$ cat config.mk
export PLATFORM = sky130hd
export DESIGN_NAME = reg_check_sequencer
export DESIGN_NICKNAME = d
export VERILOG_FILES = /design/src/rtl/reg_check_sequencer.sv
export SDC_FILE = /design/constraint.sdc
export NUM_CORES = 1
export LEC_CHECK = 0
export BUFFER_PORTS_ARGS = -buffer_cell sky130_fd_sc_hd__buf_2
export CORE_MARGIN = 3
export CORE_UTILIZATION = 40
export DETAILED_ROUTE_END_ITERATION = 12
export HOLD_SLACK_MARGIN = 0.05
export PLACE_DENSITY = 0.62
export SYNTH_ARGS = -nofsm -noshare
export SYNTH_HDL_FRONTEND = slang
export SYNTH_SLANG_ARGS = --single-unit
$ cat constraint.sdc
create_clock -name clk -period 6.4 [get_ports clk]
set_input_delay 0.96 -clock clk [delete_from_list [all_inputs] [get_ports clk]]
set_output_delay 0.96 -clock clk [all_outputs]
set_load 0.005 [all_outputs]
$ cat src/rtl/reg_check_sequencer.sv
// rtl/reg_check_sequencer.sv - resets a CPU, runs it, then checks registers against an expected table
module reg_check_sequencer #(
    parameter int XLEN          = 32,
    parameter int REG_AW        = 5,
    parameter int NUM_CHECKS    = 8,
    parameter int RESET_CYCLES  = 2,
    parameter int RUN_CYCLES    = 100,
    parameter int HALT_REQUIRED = 0,
    localparam int IW = (NUM_CHECKS > 1) ? $clog2(NUM_CHECKS) : 1,
    localparam int FW = $clog2(NUM_CHECKS + 1)
) (
    input  logic              clk,
    input  logic              resetn,
    input  logic              start,
    input  logic              halt,
    input  logic              tbl_wr_en,
    input  logic [IW-1:0]     tbl_wr_idx,
    input  logic [REG_AW-1:0] tbl_wr_reg,
    input  logic [XLEN-1:0]   tbl_wr_val,
    input  logic              tbl_wr_vld,
    output logic              dut_resetn,
    output logic [REG_AW-1:0] reg_rd_addr,
    input  logic [XLEN-1:0]   reg_rd_data,
    output logic              busy,
    output logic              done,
    output logic              pass,
    output logic              timeout,
    output logic [FW-1:0]     fail_count,
    output logic [IW-1:0]     first_fail_idx,
    output logic [XLEN-1:0]   first_fail_got
);

    typedef enum logic [2:0] {
        S_IDLE,
        S_RST_DUT,
        S_RUN,
        S_CHECK,
        S_DONE
    } state_t;

    // One shared phase counter; it must hold the longest of the three phases.
    localparam int MAXC = (RUN_CYCLES > RESET_CYCLES)
                          ? ((RUN_CYCLES > NUM_CHECKS) ? RUN_CYCLES : NUM_CHECKS)
                          : ((RESET_CYCLES > NUM_CHECKS) ? RESET_CYCLES : NUM_CHECKS);
    localparam int CW = $clog2(MAXC + 1);
    localparam logic [CW-1:0] RST_LAST = CW'(RESET_CYCLES - 1);
    localparam logic [CW-1:0] RUN_LAST = CW'(RUN_CYCLES - 1);
    localparam logic [CW-1:0] CHK_LAST = CW'(NUM_CHECKS - 1);
    localparam logic [IW:0]   NCHK     = (IW + 1)'(NUM_CHECKS);

    state_t            state;
    state_t            nxt;
    logic [CW-1:0]     cnt;
    logic [IW-1:0]     ci;
    logic              launch;
    logic              tbl_we;
    logic              limit_hit;
    logic              mismatch;

    logic              tbl_vld [NUM_CHECKS];
    logic [REG_AW-1:0] tbl_reg [NUM_CHECKS];
    logic [XLEN-1:0]   tbl_val [NUM_CHECKS];

    assign ci        = cnt[IW-1:0];
    assign launch    = ((state == S_IDLE) || (state == S_DONE)) && start;
    assign busy      = (state == S_RST_DUT) || (state == S_RUN) || (state == S_CHECK);
    assign done      = (state == S_DONE);
    assign dut_resetn = (state == S_RUN) || (state == S_CHECK) || (state == S_DONE);
    assign tbl_we    = tbl_wr_en && !busy && ({1'b0, tbl_wr_idx} < NCHK);
    assign limit_hit = (state == S_RUN) && (cnt == RUN_LAST);
    assign mismatch  = (state == S_CHECK) && tbl_vld[ci] && (reg_rd_data != tbl_val[ci]);
    assign reg_rd_addr = (state == S_CHECK) ? tbl_reg[ci] : '0;
    assign pass      = done && (fail_count == '0) && !((HALT_REQUIRED != 0) && timeout);

    // State register.
    always_ff @(posedge clk or negedge resetn) begin
        if (!resetn) state <= S_IDLE;
        else         state <= nxt;
    end

    // Phase sequencing; halt takes priority over the run-length limit.
    always_comb begin
        nxt = state;
        case (state)
            S_IDLE, S_DONE: if (start) nxt = S_RST_DUT;
            S_RST_DUT:      if (cnt == RST_LAST) nxt = S_RUN;
            S_RUN:          if (halt || cnt == RUN_LAST) nxt = S_CHECK;
            S_CHECK:        if (cnt == CHK_LAST) nxt = S_DONE;
            default:        nxt = S_IDLE;
        endcase
    end

    // Phase counter restarts at zero on every state change.
    always_ff @(posedge clk or negedge resetn) begin
        if (!resetn)            cnt <= '0;
        else if (nxt != state)  cnt <= '0;
        else                    cnt <= cnt + 1'b1;
    end

    // Entry valid bits are cleared by reset, so a reset empties the table.
    always_ff @(posedge clk or negedge resetn) begin
        if (!resetn) begin
            for (int i = 0; i < NUM_CHECKS; i++) tbl_vld[i] <= 1'b0;
        end else if (tbl_we) begin
            tbl_vld[tbl_wr_idx] <= tbl_wr_vld;
        end
    end

    // Entry payload; only meaningful while the matching valid bit is set.
    always_ff @(posedge clk) begin
        if (tbl_we) begin
            tbl_reg[tbl_wr_idx] <= tbl_wr_reg;
            tbl_val[tbl_wr_idx] <= tbl_wr_val;
        end
    end

    // Run results: cleared on launch, accumulated during RUN and CHECK.
    always_ff @(posedge clk or negedge resetn) begin
        if (!resetn) begin
            timeout        <= 1'b0;
            fail_count     <= '0;
            first_fail_idx <= '0;
            first_fail_got <= '0;
        end else if (launch) begin
            timeout        <= 1'b0;
            fail_count     <= '0;
            first_fail_idx <= '0;
            first_fail_got <= '0;
        end else begin
            if (limit_hit && !halt) timeout <= 1'b1;
            if (mismatch) begin
                fail_count <= fail_count + 1'b1;
                if (fail_count == '0) begin
                    first_fail_idx <= ci;
                    first_fail_got <= reg_rd_data;
                end
            end
        end
    end

endmodule
### Yosys cells after proc, flatten, opt, wreduce, memory -nomap -nowiden

Memory sizes are Yosys's and may differ from the RTL's.
Cells that the tools add are included.

* multipliers: 0
* div/mod/pow operators: 0
* add/subtract/negate cells: 2
* $lt $le $gt $ge: 3
* equal/unequal tests: 9
* mux-type cells: 25
* bitwise operators: 2
* reductions and logical operators: 23
* shift-type cells: 0

Operators by type and width (count)
* 32-bit 2-to-1 mux: 3
* 32-bit inequality test: 1
* 3-bit 2-to-1 mux: 7
* 3-bit case mux with 4 select lines: 1
* 8-bit bitwise mux: 1
* 4-bit >= comparator (second input constant): 2
* 1-bit logical AND: 8
* 4-bit 2-to-1 mux: 2
* 3-bit inverter with 4-bit output: 2
* 7-bit by 1-bit adder with 7-bit output (second input constant): 1
* 7-bit by 1-bit == test with 1-bit output (second input constant): 1
* 7-bit by 3-bit == test with 1-bit output (second input constant): 1
* 7-bit == test (second input constant): 1
* 1-bit 2-to-1 mux: 7
* 7-bit 2-to-1 mux: 1
* 3-bit by 2-bit == test with 1-bit output (second input constant): 2
* 1-bit logical OR: 6
* 2-bit nonzero test: 3
* 5-bit 2-to-1 mux: 1
* 4-bit by 1-bit adder with 4-bit output (second input constant): 1
* 4-bit zero test: 1
* 4-bit by 1-bit less-than comparator with 1-bit output (second input constant): 1
* 1-bit binary-select mux with 3-bit select: 1
* 1-bit demux with 3-bit select: 1
* other kinds (7): 8

* ROM bits: 0
* input port bits: 78
* bits in latches: 0
* register bits: 58
* word-level logic and storage cells: 80
* bits in writable memories: 296
* memories: 2

Memories
* tbl_val: words 8, bits a word 32, rd ports 1, clocked after Yosys merged registers in 0, wr ports 1, RTL line 62 `logic [XLEN-1:0] tbl_val [NUM_CHECKS];`
* tbl_reg: words 8, bits a word 5, rd ports 1, clocked after Yosys merged registers in 0, wr ports 1, RTL line 61 `logic [REG_AW-1:0] tbl_reg [NUM_CHECKS];`

### Longest topological paths before layout

Gate-level depths: netlist (run 1).

* depth after elaboration: 8
* depth in mapped cells: 13
* depth with buffers taken out: 8

### Worst setup path after synthesis (run 1)

No wires, ideal clock.

* path kind: in2reg
* start: in tbl_wr_idx[0]
* end: reg tbl_vld[7] in the netlist's numbering
* setup slack: 1.706 ns
* buffers on the path: 0
* data required time: 6.274 ns
* stages: 3
* arrival time: 4.568 ns
* cell sequence: or3b_2 nor3_1 mux2_2

* longest elaborated chain between the ends: 6
* elaborated cells between the ends (all ways): 7

RTL lines
* start: declaration: RTL line 17 `input logic [IW-1:0] tbl_wr_idx,`
* 3-bit inverter with 4-bit output (implied by the code) *: RTL line 105 `tbl_vld[tbl_wr_idx] <= tbl_wr_vld;`
* 4-bit >= comparator (implied by the code) or 4-bit by 1-bit less-than comparator with 1-bit output (tied branches): RTL line 105
* 1-bit logical AND (implied by the code): RTL line 105
* 1-bit 2-to-1 mux (implied by the code): RTL line 105
* 1-bit demux with 3-bit select *: RTL line 105
* 8-bit bitwise mux *: RTL line 105
* end signal: indexed assignment: RTL line 105
* end: declaration: RTL line 60 `logic tbl_vld [NUM_CHECKS];`

Mark *: on every way between the ends. The rest lies on a longest branch, timed or not.
A chain may end at the register's enable or synchronous reset.

### Worst setup path in the final report (run 1)

* start: reg cnt[0]
* end: out reg_rd_addr[2]

* longest elaborated chain between the ends: 2

RTL lines
* start: declaration: RTL line 53 `logic [CW-1:0] cnt;`
* start signal: assignment: RTL line 97 `else cnt <= cnt + 1'b1;`
* memory 8 x 5 bit
* 5-bit 2-to-1 mux: RTL line 72 `assign reg_rd_addr = (state == S_CHECK) ? tbl_reg[ci] : '0;`
* end: declaration: RTL line 22 `output logic [REG_AW-1:0] reg_rd_addr,`

Every way passes these cells.

==> impl_metrics.tcl, run 1 <==
set metrics [dict create \
    fin_crit_sh 0.6712 \
    grt_pass1_vias 7744 \
    post_cts_resized 0 \
    cts.reportedPaths.clkPinSlew_ns 0.06 \
    avgViaCountPerCell 5.152 \
    critPathRequiredTime_ns 5.44 \
    crit_path_end_kind "output pin" \
    numCtsBuffers 38 \
    rsz0062_at_grt "false" \
    whs_ns 0.5045 \
    ys.warnings.count 0 \
    cts-hold-fix-buffers 0 \
    synth-adder-area-share 0.003447 \
    synth.area.mux_share 0.1575 \
    critPathArrivalTime_ns 3.34 \
    postRouteAntennaNets 0 \
    p_leak_uw 0.006537 \
    async_flop_share 0.1638 \
    gp_congestion 0.7010 \
    slew_headroom 0.3135 \
    cp-start-kind "flop" \
    pre_cts_ws_ns 2.043 \
    floorplan.initialDensity 0.4072 \
    finalSetupTns_ns 0 \
    cts_tree "yes" \
    clock_latency_ns 0.51 \
    drc 0 \
    wl_per_cell_um 21.37 \
    grt_first_pass_wirelength_mm 47.53 \
    hold_viol_final 0 \
    num_rows 69 \
    synth_nets 912 \
    min_path_type "flop to flop" \
    nFillCells 3026 \
    max-clock-path-buffers 3 \
    ys.flop_type "edfxtp_1" \
    dr.pass1.iters 5 \
    synthSimpleGateAreaFrac 0.04145 \
    worstRegToRegCells 9 \
    synth_top_family_by_area "multiplexers" \
    syn_avg_cell_area_um2 17.49 \
    p_per_area_nw_per_um2 401.5 \
    cts_setup_buffers 0 \
    track_usage 0.1618 \
    slew_violations 0 \
    cts_num_sinks 354 \
    wl_mm 31.35 \
    holdPathStages 1 \
    synth_compound_area_frac 0.03705 \
    largest_reg_flops 256 \
    dp_hpwl_mm 18.38 \
    fp.dieH_um 196.5 \
    die_w_um 196.5 \
    ioPinCount 127 \
    reg2reg_slack_ns 2.11 \
    ir_drop_mv 0.2198 \
    drt-met1-wl_mm 14.39 \
    path_class "flop to output pin" \
    tightest_slew_ns 1.030 \
    synth.distinct_cells 48 \
    grt_start_max_net_pins 59 \
    cp_max_fo 51 \
    setup_slack_ns 2.104 \
    detail_route.iter0.violations 527 \
    synth-xor-area-share 0.01267 \
    layout.nets 1058 \
    io_buffer_count 126 \
    ys_seq_elements 354 \
    grt_antenna_before_repair 5 \
    core-area_um2 35660 \
    grt-ovfl-total 0 \
    wl_met3_mm 1.698 \
    period_needed_ns 4.296 \
    synth_area_leaders "edfxtp_1 (61%), dfrtp_1 (10%), mux2i_1 (8.6%)" \
    highest-signal-layer "met5" \
    vias 7558 \
    synth_edf_count 296 \
    fmax_mhz 232.8 \
    synth_largest_area_cell "edfxtp_1" \
    htree_num_levels 2 \
    area_growth_syn_to_layout_pct 15.91 \
    setup_viol 0 \
    status "finished, final reports clean" \
    wl_met2_mm 14.64 \
    die_area_um2 38620 \
    maxCapViolCount 0 \
    drive_above_1_share 0.2677 \
    fin_skew_ns 0.01198 \
    synth_top_area_frac 0.6121 \
    netlist_area_um2 14520 \
    postSynthCellCount 830 \
    clock-root-buffer "clkbuf_16" \
    seq_area_frac_synth 0.7121 \
]
## metal layers
metal  global-route usage  up-vias
met3              0.03419       51
met5                    0        -
li1                     -     3511
met2               0.2536      190
met4              0.03802        8
met1               0.2350     3798
## synth_stat cells (2+ instances only)
cell / number
a21oi_1: 21
ha_1: 4
clkbuf_1: 6
buf_1: 2
a22oi_2: 2
nor2b_1: 2
buf_12: 7
nor3_1: 4
mux2i_1: 125
buf_6: 6
xor2_1: 4
xnor2_1: 17
nand3_1: 3
o22a_1: 2
buf_8: 4
mux2_2: 8
and2_1: 2
inv_1: 40
nor4_2: 3
o211ai_1: 2
a22oi_1: 32
nand4_1: 5
edfxtp_1: 296
and4_1: 2
mux4_2: 42
nand2_1: 43
nor2_1: 28
and3_1: 20
dfrtp_1: 58
o22ai_1: 9
nand2b_1: 3
buf_2: 12
## metrics by stage
stage / instances / utilization / area, um2 / power [uW]
after detailed placement: 1397 / 0.4367 / 15570 / 4646
after CTS: 1466 / 0.4719 / 16830 / 6854
after global routing: 1467 / 0.4720 / 16830 / 7120
after floorplan: 830 / - / 14520 / 4228
final: 1467 / 0.4720 / 16830 / 6757
after global placement: 1397 / 0.4367 / 15570 / 4625
## cell usage in the layout, fill, tap and decap left out, types with 3 or more instances in the layout
| cell type | n |
|---|---|
| a21oi_1 | 21 |
| clkinv_2 | 8 |
| xnor2_1 | 17 |
| o22ai_1 | 9 |
| bufinv_16 | 5 |
| nor4_2 | 3 |
| mux4_2 | 42 |
| ha_1 | 4 |
| nand2_1 | 42 |
| nor2_4 | 6 |
| nand2b_1 | 3 |
| nand3_1 | 3 |
| a22oi_1 | 32 |
| clkbuf_16 | 39 |
| nor2_1 | 22 |
| mux2i_1 | 125 |
| buf_4 | 17 |
| edfxtp_1 | 296 |
| dfrtp_1 | 56 |
| clkbuf_1 | 13 |
| inv_1 | 40 |
| buf_2 | 126 |
| nand4_1 | 5 |
| and3_1 | 20 |
| xor2_1 | 4 |
| mux2_2 | 8 |
## cell type report
cell class	instances	area, um2	area share
Inverter	41	153.9	0.009144
Tap cell	461	576.8	0.03427
Antenna cell	1	2.502	0.0001487
Sequential cell	354	10340	0.6147
Clock inverter	15	202.7	0.01204
Multi-Input combinational cell	397	3719	0.2210
Clock buffer	54	1052	0.06252
Timing Repair Buffer	144	778.2	0.04624
## final timing paths
check	to	startpoint
max	reg_rd_addr[2]	cnt[0]
max reg2reg	first_fail_got[31]	cnt[0]
max in group asynchronous	cnt[0]	resetn
min in group asynchronous	first_fail_got[11]	resetn
min	tbl_vld[1]	tbl_vld[1]
min reg2reg	tbl_vld[1]	tbl_vld[1]
## report_power, final
group | internal, uW | total (uW) | leakage [uW] | switching, uW
Sequential | 2660 | 2860 | 0.00340 | 192
Clock | 1350 | 2190 | 0.000618 | 838
Combinational | 837 | 1710 | 0.00251 | 878
## logic make-up (layout without fill, tap and decap cells)
family / count (synthesis) / in the layout
AO/OA/AOI/OAI: 76 / 76
multiplexers: 175 / 175
other: 0 / 1
adder cells (fa/ha/maj): 4 / 4
flip-flops: 354 / 354
buffers and inverters: 79 / 254
XOR/XNOR: 21 / 21
AND/OR/NAND/NOR: 121 / 121
## worst max-delay path, stage by stage (launching register included)
cell and delay, ns:
dfrtp_4 1.06, buf_4 0.51, buf_4 0.29, mux4_2 0.51, mux2i_1 0.21, nor2_1 0.07, buf_2 0.16
(Power assumes the default switching activity.)
==> run 2: changes to the inputs <==
==> constraint.sdc (replaced) <==
create_clock -name clk -period 4.1 [get_ports clk]
set_input_delay 0.615 -clock clk [delete_from_list [all_inputs] [get_ports clk]]
set_output_delay 0.615 -clock clk [all_outputs]
set_load 0.005 [all_outputs]
==> run 2 against run 1 <==
  * Wire length grew 3.0%
  * Global-route usage is 0.48 points higher
  * Critical path depth grew 5
  * Combinational power is 68% higher
  * Cell count up 0.89%
  * Sequential power up 53%
  * Clock-buffer cell count shrank 1
  * Non-clock buffer count grew 12
  * Largest power group unchanged
  * Worst hold slack lost 0.28 ns
  * Sequential share of layout area is 0.51 points lower
  * Total power up 55%
==> impl_metrics.tcl, run 2 (synthesized netlist as in run 1, its figures left out) <==
set metrics [dict create \
    wl_mm 32.28 \
    finalSetupTns_ns 0 \
    tightest_slew_ns 0.9612 \
    cts_setup_buffers 0 \
    core-area_um2 35660 \
    cts-hold-fix-buffers 0 \
    p_clk_frac 0.305 \
    grt_antenna_before_repair 5 \
    grt-ovfl-total 0 \
    slew_headroom 0.3569 \
    cts_tree "yes" \
    ir_drop_mv 0.3638 \
    drc 0 \
    comb_power_share 0.275 \
    numCtsBuffers 38 \
    slew_violations 0 \
    die_w_um 196.5 \
    maxCapViolCount 0 \
    floorplan.initialDensity 0.4072 \
    area_growth_syn_to_layout_pct 16.88 \
    wl_per_cell_um 21.81 \
    grt_pass1_vias 7889 \
    grt_start_max_net_pins 44 \
    htree_num_levels 2 \
    cp-start-kind "flop" \
    reg2reg_slack_ns 0.35 \
    grt_first_pass_wirelength_mm 48.89 \
    fin_crit_sh 0.9149 \
    grtUsageMet1 0.2376 \
    setup_viol 0 \
    top_usage_layer "met2" \
    grt_util_met3 0.03453 \
    switching_share 0.2946 \
    dp.cells 1409 \
    layout.nets 1070 \
    dr.pass1.iters 5 \
    fmax_mhz 266.6 \
    status "finished, final reports clean" \
    p_switching_uw 3080 \
    detail_route.iter0.violations 648 \
    vias 7705 \
    clock_latency_ns 0.53 \
    intPower_uw 7375 \
    drive_above_1_share 0.2711 \
    fin_skew_ns 0.01923 \
    io_buffer_count 126 \
    crit_path_end_kind "flop" \
    postRouteAntennaNets 0 \
    final_common_cell "edfxtp_1" \
    track_usage 0.1666 \
    instances_no_fill 1480 \
    die_area_um2 38620 \
    cts_num_sinks 354 \
    gp_congestion 0.7515 \
    avgViaCountPerCell 5.206 \
    seq_power_share 0.420 \
    cts.reportedPaths.clkPinSlew_ns 0.06 \
    cp_max_fo 43 \
    clock-root-buffer "clkbuf_16" \
    path_class "flop to flop" \
    nFillCells 3013 \
    fp.dieH_um 196.5 \
    largest_reg_flops 256 \
    period_needed_ns 3.751 \
    critPathRequiredTime_ns 4.53 \
    num_rows 69 \
    p_leak_uw 0.006584 \
    min_path_type "input port to asynchronous set/reset pin" \
    post_cts_resized 0 \
    p_per_area_nw_per_um2 616.0 \
    mostFrequentLayoutCells "edfxtp_1 (296), buf_2 (126), mux2i_1 (125)" \
    hold_viol_final 0 \
    rsz0062_at_grt "false" \
    dp_hpwl_mm 20.33 \
    max-clock-path-buffers 3 \
    use_met2 0.2671 \
    worstRegToRegCells 11 \
    ioPinCount 127 \
    critPathArrivalTime_ns 4.18 \
]
[run 2: cell types whose count changed in the layout (fill, tap and decap cells not counted), sizes merged]
cell,change
clkinvlp,+2
inv,+2
bufinv,-4
buf,+12
clkinv,+2
clkbuf,-1
[run 2: layout make-up]
type | instances | area, um2 | share of cell area
Antenna cell | 1 | 2.502 | 0.0001474
Clock buffer | 53 | 1027 | 0.06053
Clock inverter | 17 | 128.9 | 0.007594
Inverter | 41 | 153.9 | 0.009068
Multi-Input combinational cell | 397 | 3731 | 0.2198
Sequential cell | 354 | 10340 | 0.6096
Tap cell | 461 | 576.8 | 0.03399
Timing Repair Buffer | 156 | 1006 | 0.05927
[run 2: power groups by stage]
stage / registers [uW] / clock network [uW] / logic (uW)
finish: 4390 / 3190 / 2870
global route: 4440 / 3400 / 3140
CTS: 4400 / 3250 / 2910
detailed placement: 4470 / 0 / 2910
global placement: 4460 / 0 / 2870
floorplan: 4370 / 0 / 2230
[run 2: critical path, cell delays in order (launching register included)]
cell,delay [ns]
dfrtp_4,0.64
buf_12,0.24
buf_12,0.32
mux2i_1,0.13
a22oi_1,0.24
and3_1,0.19
o22ai_1,0.09
nor4_2,0.58
a31oi_4,0.25
nand3_2,0.45
buf_12,0.24
mux2i_1,0.21
[run 2: metal layers]
layer | share of wire | wire (um)
met1 | 0.45 | 14570
met2 | 0.47 | 15230
met4 | 0.015 | 475
met5 | 0.0015 | 48
met3 | 0.061 | 1961
[run 2: worst paths after layout]
check	endpoint	startpoint
setup / recovery	first_fail_got[1]	cnt[0]
hold / removal	first_fail_got[4]	resetn
setup reg to reg	first_fail_got[1]	cnt[0]
hold reg to reg	tbl_vld[5]	tbl_vld[5]
max in group asynchronous	first_fail_got[10]	resetn
min in group clk	state[2]	start
[run 2: through the flow]
stage               utilization  hold WS (ns)  worst slack (ns)  instance area, um2  total power [uW]
finish                   0.4760        0.2196            0.3488               16970             10460
global route             0.4759        0.2824           0.02601               16970             10970
CTS                      0.4759        0.2543            0.2590               16970             10570
detailed placement       0.4435        0.4938            0.2983               15810              7372
global placement         0.4435        0.4844            0.3889               15810              7334
floorplan                     -        0.3194            0.5831               14530              6599
==> run 3: changes to the inputs <==
--- a/config.mk
+++ b/config.mk
@@ -5,6 +5,7 @@
 export SDC_FILE = /design/constraint.sdc
 export NUM_CORES = 1
 export LEC_CHECK = 0
+export ABC_AREA = 1
 export BUFFER_PORTS_ARGS = -buffer_cell sky130_fd_sc_hd__buf_2
 export CORE_MARGIN = 3
 export CORE_UTILIZATION = 40
==> run 3 against run 2 <==
  * Global-route usage grew 3.1 points
  * Wire length grew 27%
  * Clock skew shrank 0.0073 ns
  * Clock power grew 6%
  * Setup slack gained 0.18 ns
==> impl_metrics.tcl, run 3 <==
set metrics [dict create \
    status "finished, final reports clean" \
    comb_power_share 0.263 \
    seq_power_share 0.418 \
    drive_above_1_share 0.1423 \
    ys_seq_elements 354 \
    hold_viol_final 0 \
    synthSimpleGateAreaFrac 0.2376 \
    clock-root-buffer "clkbuf_16" \
    maxCapViolCount 0 \
    period_needed_ns 3.568 \
    synth_largest_area_cell "edfxtp_1" \
    drc 0 \
    synth_nets 1584 \
    grt-ovfl-total 0 \
    yosysMostFrequentCell "nand2_1" \
    min_path_type "input port to asynchronous set/reset pin" \
    synth.area.mux_share 0 \
    fmax_mhz 280.2 \
    synth_top_family_by_area "simple AND/OR/NAND/NOR gates" \
    htree_num_levels 2 \
    cp_max_fo 69 \
    cts-hold-fix-buffers 0 \
    whs_ns 0.2663 \
    grt_antenna_before_repair 3 \
    ys.flop_type "edfxtp_1" \
    postSynthCellCount 1502 \
    wl_per_cell_um 18.92 \
    core-area_um2 37930 \
    async_flop_share 0.1638 \
    grt_pass1_vias 10440 \
    critPathArrivalTime_ns 2.95 \
    postRouteAntennaNets 0 \
    slew_violations 0 \
    floorplan.initialDensity 0.4083 \
    io_buffer_count 126 \
    numCtsBuffers 39 \
    p_leak_uw 0.007597 \
    seq_area_frac_synth 0.6676 \
    layout.nets 1705 \
    rsz0062_at_grt "false" \
    netlist_area_um2 15490 \
    die_w_um 202.8 \
    ir_drop_mv 0.3806 \
    fp.dieH_um 202.8 \
    dr.pass1.iters 5 \
    synth_area_leaders "edfxtp_1 (57%), nand2_1 (11%), dfrtp_1 (9.4%)" \
    ioPinCount 127 \
    area_growth_syn_to_layout_pct 15.58 \
    clock_latency_ns 0.52 \
    cts.reportedPaths.clkPinSlew_ns 0.06 \
    gp_congestion 0.7951 \
    path_class "flop to output pin" \
    grt_start_max_net_pins 88 \
    final_common_cell "nand2_1" \
    mostFrequentLayoutCells "nand2_1 (465), edfxtp_1 (296), nand3_1 (196)" \
    avgViaCountPerCell 5.103 \
    critPathRequiredTime_ns 3.48 \
    synth-adder-area-share 0.003232 \
    syn_avg_cell_area_um2 10.31 \
    crit_path_end_kind "output pin" \
    setup_viol 0 \
    num_rows 71 \
    synthTopCellsByCount "nand2_1 (466), edfxtp_1 (296), nand3_1 (196), inv_1 (142), nor2_1 (103)" \
    detail_route.iter0.violations 1100 \
    largest_reg_flops 256 \
    fin_crit_sh 0.8704 \
    fin_skew_ns 0.01197 \
    track_usage 0.1972 \
    wl_mm 40.94 \
    cts_tree "yes" \
    tightest_slew_ns 0.9987 \
    dp_hpwl_mm 25.05 \
    p_per_area_nw_per_um2 594.2 \
    synth_compound_area_frac 0.02626 \
    switching_share 0.3269 \
    finalSetupTns_ns 0 \
    finalPower_uw 10640 \
    intPower_uw 7159 \
    die_area_um2 41120 \
    p_switching_uw 3477 \
    cp-start-kind "flop" \
    ys.warnings.count 0 \
    slew_headroom 0.3342 \
    synth-xor-area-share 0.001697 \
    synth_edf_count 296 \
    reg2reg_slack_ns 0.57 \
    cts_setup_buffers 0 \
    p_clk_frac 0.319 \
    post_cts_resized 0 \
    grt_first_pass_wirelength_mm 62.47 \
    synth.distinct_cells 35 \
    synth_top_area_frac 0.5739 \
    cts_num_sinks 354 \
    max-clock-path-buffers 3 \
    vias 11040 \
]
run 3: changes by cell type after synthesis, sizes merged, moves of 19 or more:
cell    change
nand2     +425
mux4       -42
o21ai      +51
a22oi      -34
nand4      +36
nor2       +75
mux2i     -125
and3       -19
inv       +104
nand3     +202
clkbuf     +22
run 3: routing by layer:
layer	routed length, um	up-vias	part of all wire	global-route usage
met4	1058	6	0.026	0.05617
met2	18720	407	0.46	0.3107
met5	26	-	0.00064	0
li1	-	5283	-	-
met3	3013	79	0.074	0.03960
met1	18120	5267	0.44	0.2797
run 3: area by class of cell:
type,count,area (um2)
Fill cell,3545,20030
Inverter,145,546.8
Clock inverter,15,138.9
Antenna cell,1,2.502
Clock buffer,55,1099
Tap cell,511,639.4
Timing Repair Buffer,157,888.4
Multi-Input combinational cell,926,4242
Sequential cell,354,10340
run 3: worst max-delay path, cell delays in order (launching register included):
cell and delay, ns:
dfrtp_4 0.50, inv_4 0.53, buf_4 0.37, buf_4 0.25, o21ai_0 0.10, o22ai_1 0.13
o21ai_0 0.12, a31oi_1 0.21, buf_2 0.15
run 3: cells by family after synthesis:
family | count (synthesis)
XOR/XNOR | 3
adder cells (fa/ha/maj) | 4
buffers and inverters | 222
AO/OA/AOI/OAI | 74
AND/OR/NAND/NOR | 845
flip-flops | 354
run 3: per-stage QoR:
step | instance area (um2) | instances | util | setup slack (ns)
after floorplan | 15490 | 1502 | - | 1.100
after global placement | 16660 | 2093 | 0.4392 | 0.6602
after detailed placement | 16660 | 2093 | 0.4392 | 0.6143
after CTS | 17900 | 2163 | 0.4718 | 0.5378
after global routing | 17900 | 2163 | 0.4718 | 0.2249
final | 17900 | 2164 | 0.4719 | 0.5315
run 3: worst paths after layout:
check / end / cells after the start / startpoint
hold reg to reg: tbl_vld[0] / 1 / tbl_vld[0]
max in group asynchronous: first_fail_got[14] / 2 / resetn
setup / recovery: reg_rd_addr[1] / 8 / cnt[0]
setup reg to reg: first_fail_got[21] / 10 / cnt[0]
min in group clk: state[2] / 2 / start
hold / removal: fail_count[1] / 1 / resetn
run 3: power groups by stage:
stage / clock, uW / sequential (uW) / combinational, uW
finish: 3390 / 4450 / 2800
detailed placement: 0 / 4520 / 2800
global route: 3600 / 4480 / 3170
global placement: 0 / 4520 / 2750
floorplan: 0 / 4440 / 1990
CTS: 3440 / 4450 / 2820
